--- config.mk ---
export PLATFORM = sky130hd
export DESIGN_NAME = typed_word_serializer_flat
export DESIGN_NICKNAME = d
export VERILOG_FILES = /design/src/rtl/typed_word_serializer_if.sv /design/src/rtl/typed_word_serializer.sv /design/src/flat_wrapper.sv
export SDC_FILE = /design/constraint.sdc
export NUM_CORES = 1
export LEC_CHECK = 0
export CORE_ASPECT_RATIO = 1.1
export CORE_MARGIN = 2
export CORE_UTILIZATION = 35
export CTS_BUF_LIST = sky130_fd_sc_hd__clkbuf_4 sky130_fd_sc_hd__clkbuf_8
export DETAILED_ROUTE_END_ITERATION = 8
export SLEW_MARGIN = 30
export SYNTH_ARGS = -nofsm -noshare
export SYNTH_HDL_FRONTEND = slang
export SYNTH_SLANG_ARGS = --single-unit
--- constraint.sdc ---
create_clock -name clk -period 2 [get_ports clk]
set_clock_uncertainty 0.05 [all_clocks]
set_input_delay 0.4 -clock clk [delete_from_list [all_inputs] [get_ports clk]]
set_output_delay 0.4 -clock clk [all_outputs]
set_load 0.02 [all_outputs]
--- src/rtl/typed_word_serializer_if.sv ---
// Stream bundle for typed_word_serializer: typed input handshake and narrow beat output.
// The beat index width is derived from WIDTH and IN_t exactly as in the serializer.
interface typed_word_serializer_if #(
  parameter int  WIDTH = 10,
  parameter type IN_t  = logic [31:0]
);
  localparam int TW    = $bits(IN_t);
  localparam int BEATS = (TW + WIDTH - 1) / WIDTH;
  localparam int CW    = (BEATS > 1) ? $clog2(BEATS) : 1;

  logic             in_valid;
  logic             in_ready;
  IN_t              in_data;
  logic             out_valid;
  logic             out_ready;
  logic [WIDTH-1:0] out_data;
  logic             out_last;
  logic [CW-1:0]    out_beat;

  modport master (
    output in_valid, in_data, out_ready,
    input  in_ready, out_valid, out_data, out_last, out_beat
  );

  modport slave (
    input  in_valid, in_data, out_ready,
    output in_ready, out_valid, out_data, out_last, out_beat
  );
endinterface

--- src/rtl/typed_word_serializer.sv ---
// Splits one IN_t value per input handshake into BEATS WIDTH-bit beats with a last flag.
// Back-to-back values stream without a bubble: the next value is taken on the last-beat handshake.
module typed_word_serializer #(
  parameter int  WIDTH     = 10,
  parameter type IN_t      = logic [31:0],
  parameter bit  LSB_FIRST = 1'b1
) (
  input  logic                  clk,
  input  logic                  rst_n,
  typed_word_serializer_if.slave bus
);
  localparam int TW    = $bits(IN_t);
  localparam int BEATS = (TW + WIDTH - 1) / WIDTH;
  localparam int CW    = (BEATS > 1) ? $clog2(BEATS) : 1;
  localparam int PW    = BEATS * WIDTH;
  localparam logic [CW-1:0] LAST_BEAT = CW'(BEATS - 1);
  localparam logic          ONE_BEAT  = (BEATS == 1) ? 1'b1 : 1'b0;

  if (WIDTH < 1) begin : g_bad_width
    $error("typed_word_serializer: WIDTH must be >= 1");
  end

  typedef enum logic {
    IDLE = 1'b0,
    SEND = 1'b1
  } state_t;

  // Beat idx of the zero-padded word; MSB-first order walks the slices from the top.
  function automatic logic [WIDTH-1:0] beat_slice(input logic [PW-1:0] word,
                                                  input logic [CW-1:0] idx);
    logic [PW-1:0] shifted;
    int unsigned   pos;
    if (LSB_FIRST) begin
      pos = 32'(idx);
    end else begin
      pos = 32'(LAST_BEAT) - 32'(idx);
    end
    shifted = word >> (pos * 32'(WIDTH));
    return shifted[WIDTH-1:0];
  endfunction

  state_t           state_r;
  logic [PW-1:0]    hold_r;
  logic [CW-1:0]    beat_r;
  logic             out_valid_r;
  logic             out_last_r;
  logic [WIDTH-1:0] out_data_r;

  logic [TW-1:0]    in_flat_s;
  logic [PW-1:0]    in_padded_s;
  logic [CW-1:0]    next_beat_s;
  logic             in_ready_s;
  logic             in_fire_s;
  logic             out_fire_s;

  assign in_flat_s   = bus.in_data;
  assign in_padded_s = PW'(in_flat_s);
  assign next_beat_s = beat_r + CW'(1);
  // Ready through out_ready on the last beat keeps back-to-back values bubble-free.
  assign in_ready_s  = (state_r == IDLE) | (out_last_r & bus.out_ready);
  assign in_fire_s   = bus.in_valid & in_ready_s;
  assign out_fire_s  = out_valid_r & bus.out_ready;

  assign bus.in_ready  = in_ready_s;
  assign bus.out_valid = out_valid_r;
  assign bus.out_data  = out_data_r;
  assign bus.out_last  = out_last_r;
  assign bus.out_beat  = beat_r;

  // Control FSM, capture register and registered beat outputs.
  always_ff @(posedge clk or negedge rst_n) begin
    if (!rst_n) begin
      state_r     <= IDLE;
      hold_r      <= '0;
      beat_r      <= '0;
      out_valid_r <= 1'b0;
      out_last_r  <= 1'b0;
      out_data_r  <= '0;
    end else begin
      case (state_r)
        IDLE: begin
          if (in_fire_s) begin
            hold_r      <= in_padded_s;
            beat_r      <= '0;
            out_data_r  <= beat_slice(in_padded_s, CW'(0));
            out_last_r  <= ONE_BEAT;
            out_valid_r <= 1'b1;
            state_r     <= SEND;
          end
        end
        SEND: begin
          if (out_fire_s) begin
            if (out_last_r) begin
              if (in_fire_s) begin
                hold_r      <= in_padded_s;
                beat_r      <= '0;
                out_data_r  <= beat_slice(in_padded_s, CW'(0));
                out_last_r  <= ONE_BEAT;
                out_valid_r <= 1'b1;
                state_r     <= SEND;
              end else begin
                beat_r      <= '0;
                out_data_r  <= '0;
                out_last_r  <= 1'b0;
                out_valid_r <= 1'b0;
                state_r     <= IDLE;
              end
            end else begin
              beat_r     <= next_beat_s;
              out_data_r <= beat_slice(hold_r, next_beat_s);
              out_last_r <= (next_beat_s == LAST_BEAT);
            end
          end
        end
        default: begin
          state_r     <= IDLE;
          beat_r      <= '0;
          out_data_r  <= '0;
          out_last_r  <= 1'b0;
          out_valid_r <= 1'b0;
        end
      endcase
    end
  end
endmodule
--- src/flat_wrapper.sv ---
// flat-port wrapper written by rule: the top's interface ports become plain ports
module typed_word_serializer_flat 
#(
  parameter int  WIDTH     = 10,
  parameter type IN_t      = logic [31:0],
  parameter bit  LSB_FIRST = 1'b1
)
  (clk, rst_n, bus_in_valid, bus_in_data, bus_out_ready, bus_in_ready, bus_out_valid, bus_out_data, bus_out_last, bus_out_beat);
  typed_word_serializer_if #(.WIDTH(WIDTH), .IN_t(IN_t)) bus_i ();
  input  logic clk;
  input  logic rst_n;
  input wire logic [$bits(bus_i.in_valid)-1:0] bus_in_valid;
  input wire logic [$bits(bus_i.in_data)-1:0] bus_in_data;
  input wire logic [$bits(bus_i.out_ready)-1:0] bus_out_ready;
  output wire logic [$bits(bus_i.in_ready)-1:0] bus_in_ready;
  output wire logic [$bits(bus_i.out_valid)-1:0] bus_out_valid;
  output wire logic [$bits(bus_i.out_data)-1:0] bus_out_data;
  output wire logic [$bits(bus_i.out_last)-1:0] bus_out_last;
  output wire logic [$bits(bus_i.out_beat)-1:0] bus_out_beat;
  assign bus_i.in_valid = bus_in_valid;
  assign bus_i.in_data = bus_in_data;
  assign bus_i.out_ready = bus_out_ready;
  assign bus_in_ready = bus_i.in_ready;
  assign bus_out_valid = bus_i.out_valid;
  assign bus_out_data = bus_i.out_data;
  assign bus_out_last = bus_i.out_last;
  assign bus_out_beat = bus_i.out_beat;
  typed_word_serializer #(.WIDTH(WIDTH), .IN_t(IN_t), .LSB_FIRST(LSB_FIRST)) u_core (.clk(clk), .rst_n(rst_n), .bus(bus_i));
endmodule
* Word level (Yosys, flattened, before mapping)
Cells that the tools add are included.
** Cells by class
- Multiply operators :: 3
- Multiplexer cells :: 33
- Reductions and logical operators :: 3
- Magnitude comparators :: 0
- Divide/modulo/power cells :: 0
- Add/sub/neg operators :: 1
- Equality and inequality tests :: 4
- Shift operators :: 3
- Bitwise logic cells :: 5
** Operators by type and width (number)
- $mux W32 :: 8
- $mux W40 :: 3
- $mul A32 B3 Y31 const B :: 3
- $pmux W40 S2 :: 1
- $shr A32 B32 Y10 :: 2
- $mux W10 :: 4
- $shr A40 B32 Y10 :: 1
- $pmux W10 S2 :: 1
- $mux W1 :: 9
- $mux W2 :: 3
- $pmux W1 S2 :: 3
- $ne A2 B2 Y1 const B :: 2
- $pmux W2 S2 :: 1
- $reduce_and A2 Y1 :: 2
- $and A1 B1 Y1 :: 3
- $reduce_and A3 Y1 :: 1
- $add A2 B1 Y2 const B :: 1
- $eq A2 B2 Y1 const B :: 1
- $ne A2 B1 Y1 const B :: 1
- $not A1 Y1 :: 1
- $or A1 B1 Y1 :: 1
** Storage, ports and cells
- Memory bits (writable) :: 0
- Memories kept :: 0
- Word-level logic and storage cells :: 58
- Output and inout bits :: 15
- Register bits after elaboration :: 55
- Memory bits (read-only) :: 0
- Latch bits :: 0
- Input bits :: 36

* Longest topological paths before layout
Gate-level depths: netlist of run 1.
- Depth after elaboration :: 13
- Depth in mapped cells :: 8
- Mapped depth without buffers :: 5

* Worst setup path before layout of run 1
OpenSTA, ideal clock, no wires.
- Kind :: register -> register
- Start point :: reg u_core.beat_r[0], in the netlist u_core.bus.out_beat[0]
- End point :: reg u_core.out_data_r[5], in the netlist u_core.bus.out_data[5]
- Setup slack :: -50 ps
- Cell stages (with the launch flop) :: 9
- Setup time :: 124 ps
- Period minus slack after synthesis :: 2050 ps
- Arrival time :: 1876 ps
- Data required time :: 1826 ps
- Buffers on the path :: 3
- Cells stage by stage :: dfrtp_1 > buf_2 > inv_1 > ha_1 > buf_2 > buf_2 > and3b_1 > nor4_1 > o31a_1
** On the way
- Cells in the longest elaborated chain, start to end :: 9
** RTL lines
- start: declaration :: line typed_word_serializer.sv:44 : logic [CW-1:0] beat_r;
- start signal: assignment :: line typed_word_serializer.sv:109 : beat_r <= next_beat_s;
- $add A2 B1 Y2 :: line typed_word_serializer.sv:58 : assign next_beat_s = beat_r + CW'(1);
- $mux W32 :: line typed_word_serializer.sv:93 : if (out_last_r) begin
- $mux W32 :: line typed_word_serializer.sv:92 : if (out_fire_s) begin
- $mux W32 :: line typed_word_serializer.sv:80 : case (state_r)
- $mul A32 B3 Y31 :: line typed_word_serializer.sv:38 : shifted = word >> (pos * 32'(WIDTH));
- $shr A40 B32 Y10 :: line typed_word_serializer.sv:38
- $mux W10 :: line typed_word_serializer.sv:93
- $mux W10 :: line typed_word_serializer.sv:92
- $pmux W10 S2 :: line typed_word_serializer.sv:80
- end signal: assignment :: line typed_word_serializer.sv:85 : out_data_r <= beat_slice(in_padded_s, CW'(0));
- end signal: assignment :: line typed_word_serializer.sv:97 : out_data_r <= beat_slice(in_padded_s, CW'(0));
- end signal: assignment :: line typed_word_serializer.sv:110 : out_data_r <= beat_slice(hold_r, next_beat_s);
- end: declaration :: line typed_word_serializer.sv:47 : logic [WIDTH-1:0] out_data_r;
Every way passes these cells. The select of a mux whose other input is x is not followed.
A chain may end at the register's enable or synchronous reset.

* Worst setup path after layout of run 1
- Start point :: reg u_core.out_valid_r, in the netlist u_core.bus.out_valid
- End point :: out bus_out_valid
** RTL lines
- start: declaration :: line typed_word_serializer.sv:45 : logic out_valid_r;
- start signal: assignment :: line typed_word_serializer.sv:76 : out_valid_r <= 1'b0;
- start signal: assignment :: line typed_word_serializer.sv:87 : out_valid_r <= 1'b1;
- start signal: assignment :: line typed_word_serializer.sv:99 : out_valid_r <= 1'b1;
- end: declaration :: line flat_wrapper.sv:16 : output wire logic [$bits(bus_i.out_valid)-1:0] bus_out_valid;
No word-level cell between the ends.

==> out/metrics.csv, run 1 <==
metric,value,unit
power.internal,3080,uW
die-area,7820,um^2
ant_nets,0,
fmax,543,MHz
start_util,35.8,%
final_core_util,46.2,%
area_delta_synth_final,29.0,%
final_nets,288,
drc_errors,0,
status,finished clean,
grt_util_all_layers,14.5,%
cts.sinks,47,
p_seq_share,36.6,%
place_congestion,0.818,
finalHoldViolCount,0,
peakVddDrop,0.000724,V
min_period,1.84,ns
layout_setup_ws,0.157,ns
synthArstFlopShare,100,%
ys.warnings.count,0,
vias_per_cell,5.15,
synth.area.top_cells,"dfrtp_1 47%, mux2_4 18%, buf_12 3.2%",
root_buffer,clkbuf_8,
grt_pass1_vias,1749,
fin_crit_sh,92.1,%
synth_top_area_share,47.2,%
cp_num_buf_inv,1,
p_sw_share,33.6,%
dp_slack,-0.0649,ns
wl_met2,2.45,mm
reg2reg_depth,5,
yosys.area.top_type,dfrtp_1,
first_pass_iters,4,
cp_top_family,buffers and inverters,
cp_num_cells,1,
crit_path_top_delay_cell,clkdlybuf4s50_1,
insertion_delay,0.29,ns
startpoint_type,flop,
routedWlPerCell,16.0,um
finalSetupViolCount,0,
slew_viol_final,0,
cts_max_path_buffers,2,
fill_cells,669,
coreArea,6970,um^2
synth-seq-area-share,47.2,%
syn-cell-area,2490,um^2
io_pins,51,
synth-main-ff-cell,dfrtp_1,
p_leak,0.00142,uW
tightest_slew,0.604,ns
power.density,1440,nW/um^2
synth_edf_count,0,
grt_max_degree,48,
port_buffers,50,
arrival,1.39,ns
power.switching,1560,uW
diodes,0,
critPathCaptureType,output port,
synth_area_per_cell,13.1,um^2
path_cells,clkdlybuf4s50_1,
drt_iter0_markers,86,
p_clk_share,15.5,%
relSlewSlack,59.7,%
htreeDepth,2,
met3_length,267,um
comb_power_share,47.9,%
cp_data_required_time,1.55,ns
worstSetupPathType,reg2out,
wl_met1,2.58,mm
slowest_delay,0.64,ns
via_count,1736,
crit_fanout,4,
cts_hold_buffers,0,
maxUsedRoutingLayer,met4,
antenna_found_initial,0,
die_w,84.5,um
p_total,4650,uW
hp-class,in2async,
synth_seq_cells,47,
cts_tree,yes,
cap_violations,0,
synth_fp_nets,228,
drive_gt1_share,26.2,%
rsz0062_at_grt,no,
postSynthCellCount,191,
seqCellArea,1180,um^2
synth.distinct_cells,44,
hpwlAfterDp,3.87,mm
cts_made_buffers,5,
overflow,0,
setup_tns,0,ns
fp-row-count,32,
grt_pass1_wl,8.97,mm
multiInputGateArea,1150,um^2
clkTransAtPathRegs,0.08,ns
fp.dieH,92.5,um
drt_wl_total,5.40,mm
-- routing by layer --
metal	GRT usage [%]	up-vias
li1	-	821
met1	20.7	862
met2	21.4	43
met3	3.39	10
met4	5.16	0
met5	0	-
-- final cells by class --
cell class,count,area share [%]
multi-input combinational,126,35.8
clock buffer,6,2.57
timing repair buffer,68,20.3
sequential,47,36.6
inverter,3,0.350
tap,85,3.31
clock inverter,2,1.09
-- worst reg2reg max path: stages, from the launching register on --
cell	delay, ns
dfrtp_1	0.43
ha_1	0.42
buf_4	0.25
nor2b_1	0.11
a221oi_1	0.29
o31ai_1	0.11
-- through the flow --
step,std cells,instance area (um^2),hold slack (ns)
after floorplan,191,2490,0.0544
after detailed placement,329,3100,0.440
after global placement,329,3100,0.434
final,337,3220,0.129
after CTS,337,3220,0.162
after global routing,337,3220,0.184
-- state kept, by name, indices dropped and copies added, names as in the netlist --
register              flops
u_core.hold_r            32
u_core.bus.out_data      10
u_core.bus.out_beat       2
u_core.bus.out_last       1
u_core.bus.out_valid      1
u_core.state_r            1
-- cell usage after synthesis, types with 5 or more instances --
master and n:
dfrtp_1 47, mux2_4 30, nand3_1 11, nand2_1 8, a21boi_0 6, and3b_1 6, buf_2 6, nor2_1 6
a21oi_1 5, nor4_1 5, o31a_1 5, or3_1 5
-- layout by cell type, fill, tap and decap left out, types with 2 or more instances in the layout --
master	netlist	final
o31a_1	5	5
a22oi_1	2	2
and3b_1	6	6
nor2b_1	2	2
o31ai_1	2	2
inv_1	2	2
nor4_1	5	5
nand2_1	8	8
mux4_2	2	2
nor2_1	6	6
buf_12	4	2
buf_4	1	16
o211ai_1	2	2
dfrtp_1	47	46
a21oi_1	5	5
mux2_1	3	3
or3_1	5	5
o21ai_1	4	4
clkdlybuf4s50_1	0	47
a21boi_0	6	6
dlygate4sd2_1	0	2
nand3_1	11	11
clkbuf_8	0	6
mux2_4	30	30
a31oi_1	4	4
-- power by group through the flow --
stage / clock [uW] / sequential (uW) / combinational [uW]
floorplan: 0 / 1800 / 1430
global placement: 0 / 1710 / 2220
detailed placement: 0 / 1720 / 2250
CTS: 744 / 1710 / 2250
global route: 783 / 1770 / 2420
finish: 719 / 1700 / 2230
-- path summary, 6_finish.rpt --
| check | slack, ns | endpoint | from |
|---|---|---|---|
| setup / recovery | 0.16 | bus_out_valid | u_core.bus.out_valid |
| hold / removal | 0.13 | u_core.hold_r[31] | rst_n |
| setup reg to reg | 0.22 | u_core.bus.out_data[8] | u_core.bus.out_beat[1] |
| hold reg to reg | 0.46 | u_core.hold_r[9] | u_core.hold_r[9] |
| max in group asynchronous | 1.34 | u_core.hold_r[21] | rst_n |
| min in group clk | 0.46 | u_core.hold_r[9] | u_core.hold_r[9] |
-- timing repair --
action                     4_1_cts  5_1_grt
gates resized for setup          2        0
setup endpoints to repair        2        0
buffers inserted                 0        0
-- cells by family after synthesis --
family | count (synthesis) | share of synthesized area [%]
and+or+nand+nor | 53 | 13.8
DFF | 47 | 47.2
AOI/OAI and AO/OA | 36 | 10.2
muxes | 36 | 21.6
buffers and inverters | 18 | 6.67
adders and majority gates | 1 | 0.502
(Power assumes the default switching activity.)
==> run 2, diff against run 1 <==
Settings changed: SETUP_SLACK_MARGIN from default to 0.2.
==> out/metrics.csv, run 2 (synthesized netlist as in run 1, its figures left out) <==
metric,value,unit,change
status,finished clean,,unchanged
start_util,35.8,%,unchanged
diodes,0,,unchanged
min_period,1.76,ns,was 1.84 ns
rsz0062_at_grt,no,,unchanged
drt_iter0_markers,91,,was 86
via_count,1739,,"was 1,736"
area_delta_synth_final,30.6,%,was 29.0%
slew_viol_final,0,,unchanged
power.density,1410,nW/um^2,was 1440 nW/um^2
fp-row-count,32,,unchanged
insertion_delay,0.30,ns,was 0.29 ns
final_nets,291,,was 288
place_congestion,0.789,,was 0.818
cap_violations,0,,unchanged
setup_tns,0,ns,unchanged
port_buffers,50,,unchanged
globalRoute.busiestLayer,met2,,unchanged
routedWlPerCell,16.0,um,about the same
vias_per_cell,5.11,,was 5.15
fmax,570,MHz,was 543 MHz
relSlewSlack,72.9,%,was 59.7%
die-area,7820,um^2,unchanged
fin_crit_sh,87.8,%,was 92.1%
hold_slack,0.459,ns,was 0.129 ns
startpoint_type,flop,,unchanged
antenna_found_initial,0,,unchanged
final_core_util,46.7,%,was 46.2%
overflow,0,,unchanged
top_register,u_core.hold_r,,unchanged
grt_util_all_layers,14.5,%,about the same
slowest_delay,0.61,ns,was 0.64 ns
finalHoldViolCount,0,,unchanged
cts_made_buffers,5,,unchanged
die_w,84.5,um,unchanged
crit_path_top_delay_cell,clkdlybuf4s50_1,,unchanged
fp.dieH,92.5,um,unchanged
arrival,1.31,ns,was 1.39 ns
cts.sinks,47,,unchanged
grt_pass1_vias,1779,,"was 1,749"
cp_num_buf_inv,1,,unchanged
grt_max_degree,34,,was 48
htreeDepth,2,,unchanged
gr-usage-met2,22.9,%,was 21.4%
drive_gt1_share,28.6,%,was 26.2%
coreArea,6970,um^2,unchanged
cp_data_required_time,1.55,ns,about the same
tightest_slew,0.406,ns,was 0.604 ns
ant_nets,0,,unchanged
use_met3,3.03,%,was 3.39%
hpwlAfterDp,3.81,mm,was 3.87 mm
hp-class,reg2reg,,was in2async
path_cells,clkdlybuf4s50_1,,unchanged
io_pins,51,,unchanged
finalSetupViolCount,0,,unchanged
drc_errors,0,,unchanged
cp_top_family,buffers and inverters,,unchanged
p_leak,0.00144,uW,was 0.00142 uW
final_cell_mix,"46 x clkdlybuf4s50_1, 46 x dfrtp_1, 30 x mux2_4",,"was 47 x clkdlybuf4s50_1, 46 x dfrtp_1, 30 x mux2_4"
crit_fanout,4,,unchanged
largest_reg_flops,32,,unchanged
p_total,4600,uW,was 4650 uW
reg2reg_setup_slack,0.35,ns,was 0.22 ns
cts_max_path_buffers,2,,unchanged
critPathCaptureType,output port,,unchanged
peakVddDrop,0.000552,V,was 0.000724 V
cts_tree,yes,,unchanged
grt_pass1_wl,9.03,mm,was 8.97 mm
worstSetupPathType,reg2out,,unchanged
first_pass_iters,4,,unchanged
clkTransAtPathRegs,0.08,ns,about the same
drt_wl_total,5.43,mm,was 5.40 mm
grtUsageMet1,20.7,%,about the same
root_buffer,clkbuf_8,,unchanged
## run 2: changes by cell type in the layout (fill, tap and decap cells not counted), sizes merged
cell / delta
buf: +2
dlygate4sd3: +1
bufinv: -1
clkbuf: +1
clkdlybuf4s50: -1
dlymetal6s2s: +1
clkinvlp: +1
dlygate4sd2: -1
## run 2: cell type report
| type | instances | area (um^2) |
|---|---|---|
| Inverter | 3 | 12.5 |
| Tap cell | 85 | 106 |
| Timing Repair Buffer | 71 | 702 |
| Sequential cell | 47 | 1180 |
| Multi-Input combinational cell | 126 | 1170 |
| Clock inverter | 2 | 12.5 |
| Fill cell | 675 | 3710 |
| Clock buffer | 6 | 76.3 |
## run 2: worst reg2reg max path: stages (launching register included)
cell and delay (ns):
dfrtp_1 0.44, ha_4 0.38, mux4_2 0.53, clkinv_2 0.06, o221ai_2 0.07
## run 2: power by group
group          switching [uW]  internal (uW)  leakage [uW]  total, uW
sequential                279           1410      0.000565       1690
combinational             993           1340      0.000830       2330
clock                     318            258     0.0000446        576
## run 2: path summary, 6_finish.rpt
kind / end / cells after the start / from
max: bus_out_beat[0] / 1 / u_core.bus.out_beat[0]
min: u_core.hold_r[18] / 1 / u_core.hold_r[18]
max reg2reg: u_core.bus.out_data[0] / 4 / u_core.bus.out_beat[1]
min reg2reg: u_core.hold_r[18] / 1 / u_core.hold_r[18]
max in group asynchronous: u_core.bus.out_beat[0] / 3 / rst_n
min in group asynchronous: u_core.hold_r[11] / 2 / rst_n
## run 2: repair_timing
action                                  in CTS  in global routing
hold endpoints to repair                    14                  0
resized for setup                            2                  3
cloned                                       0                  0
pin swaps                                    0                  1
hold buffers                                 1                  0
endpoints found under the setup margin       2                  3
buffers inserted                             0                  2
## run 2: stage by stage
step	worst slack, ns	cells	instance area, um^2
after CTS	0.217	338	3240
after global routing	0.200	340	3260
final	0.245	340	3260
after global placement	-0.0287	329	3150
after floorplan	0.192	191	2530
after detailed placement	-0.0469	329	3150
## run 2: metal layers
metal,share of wire [%],vias up,wire length [um]
met4,0.72,0,39
met1,49,855,2640
met3,4.5,4,242
met2,46,44,2510
met5,0,-,0
li1,-,836,-
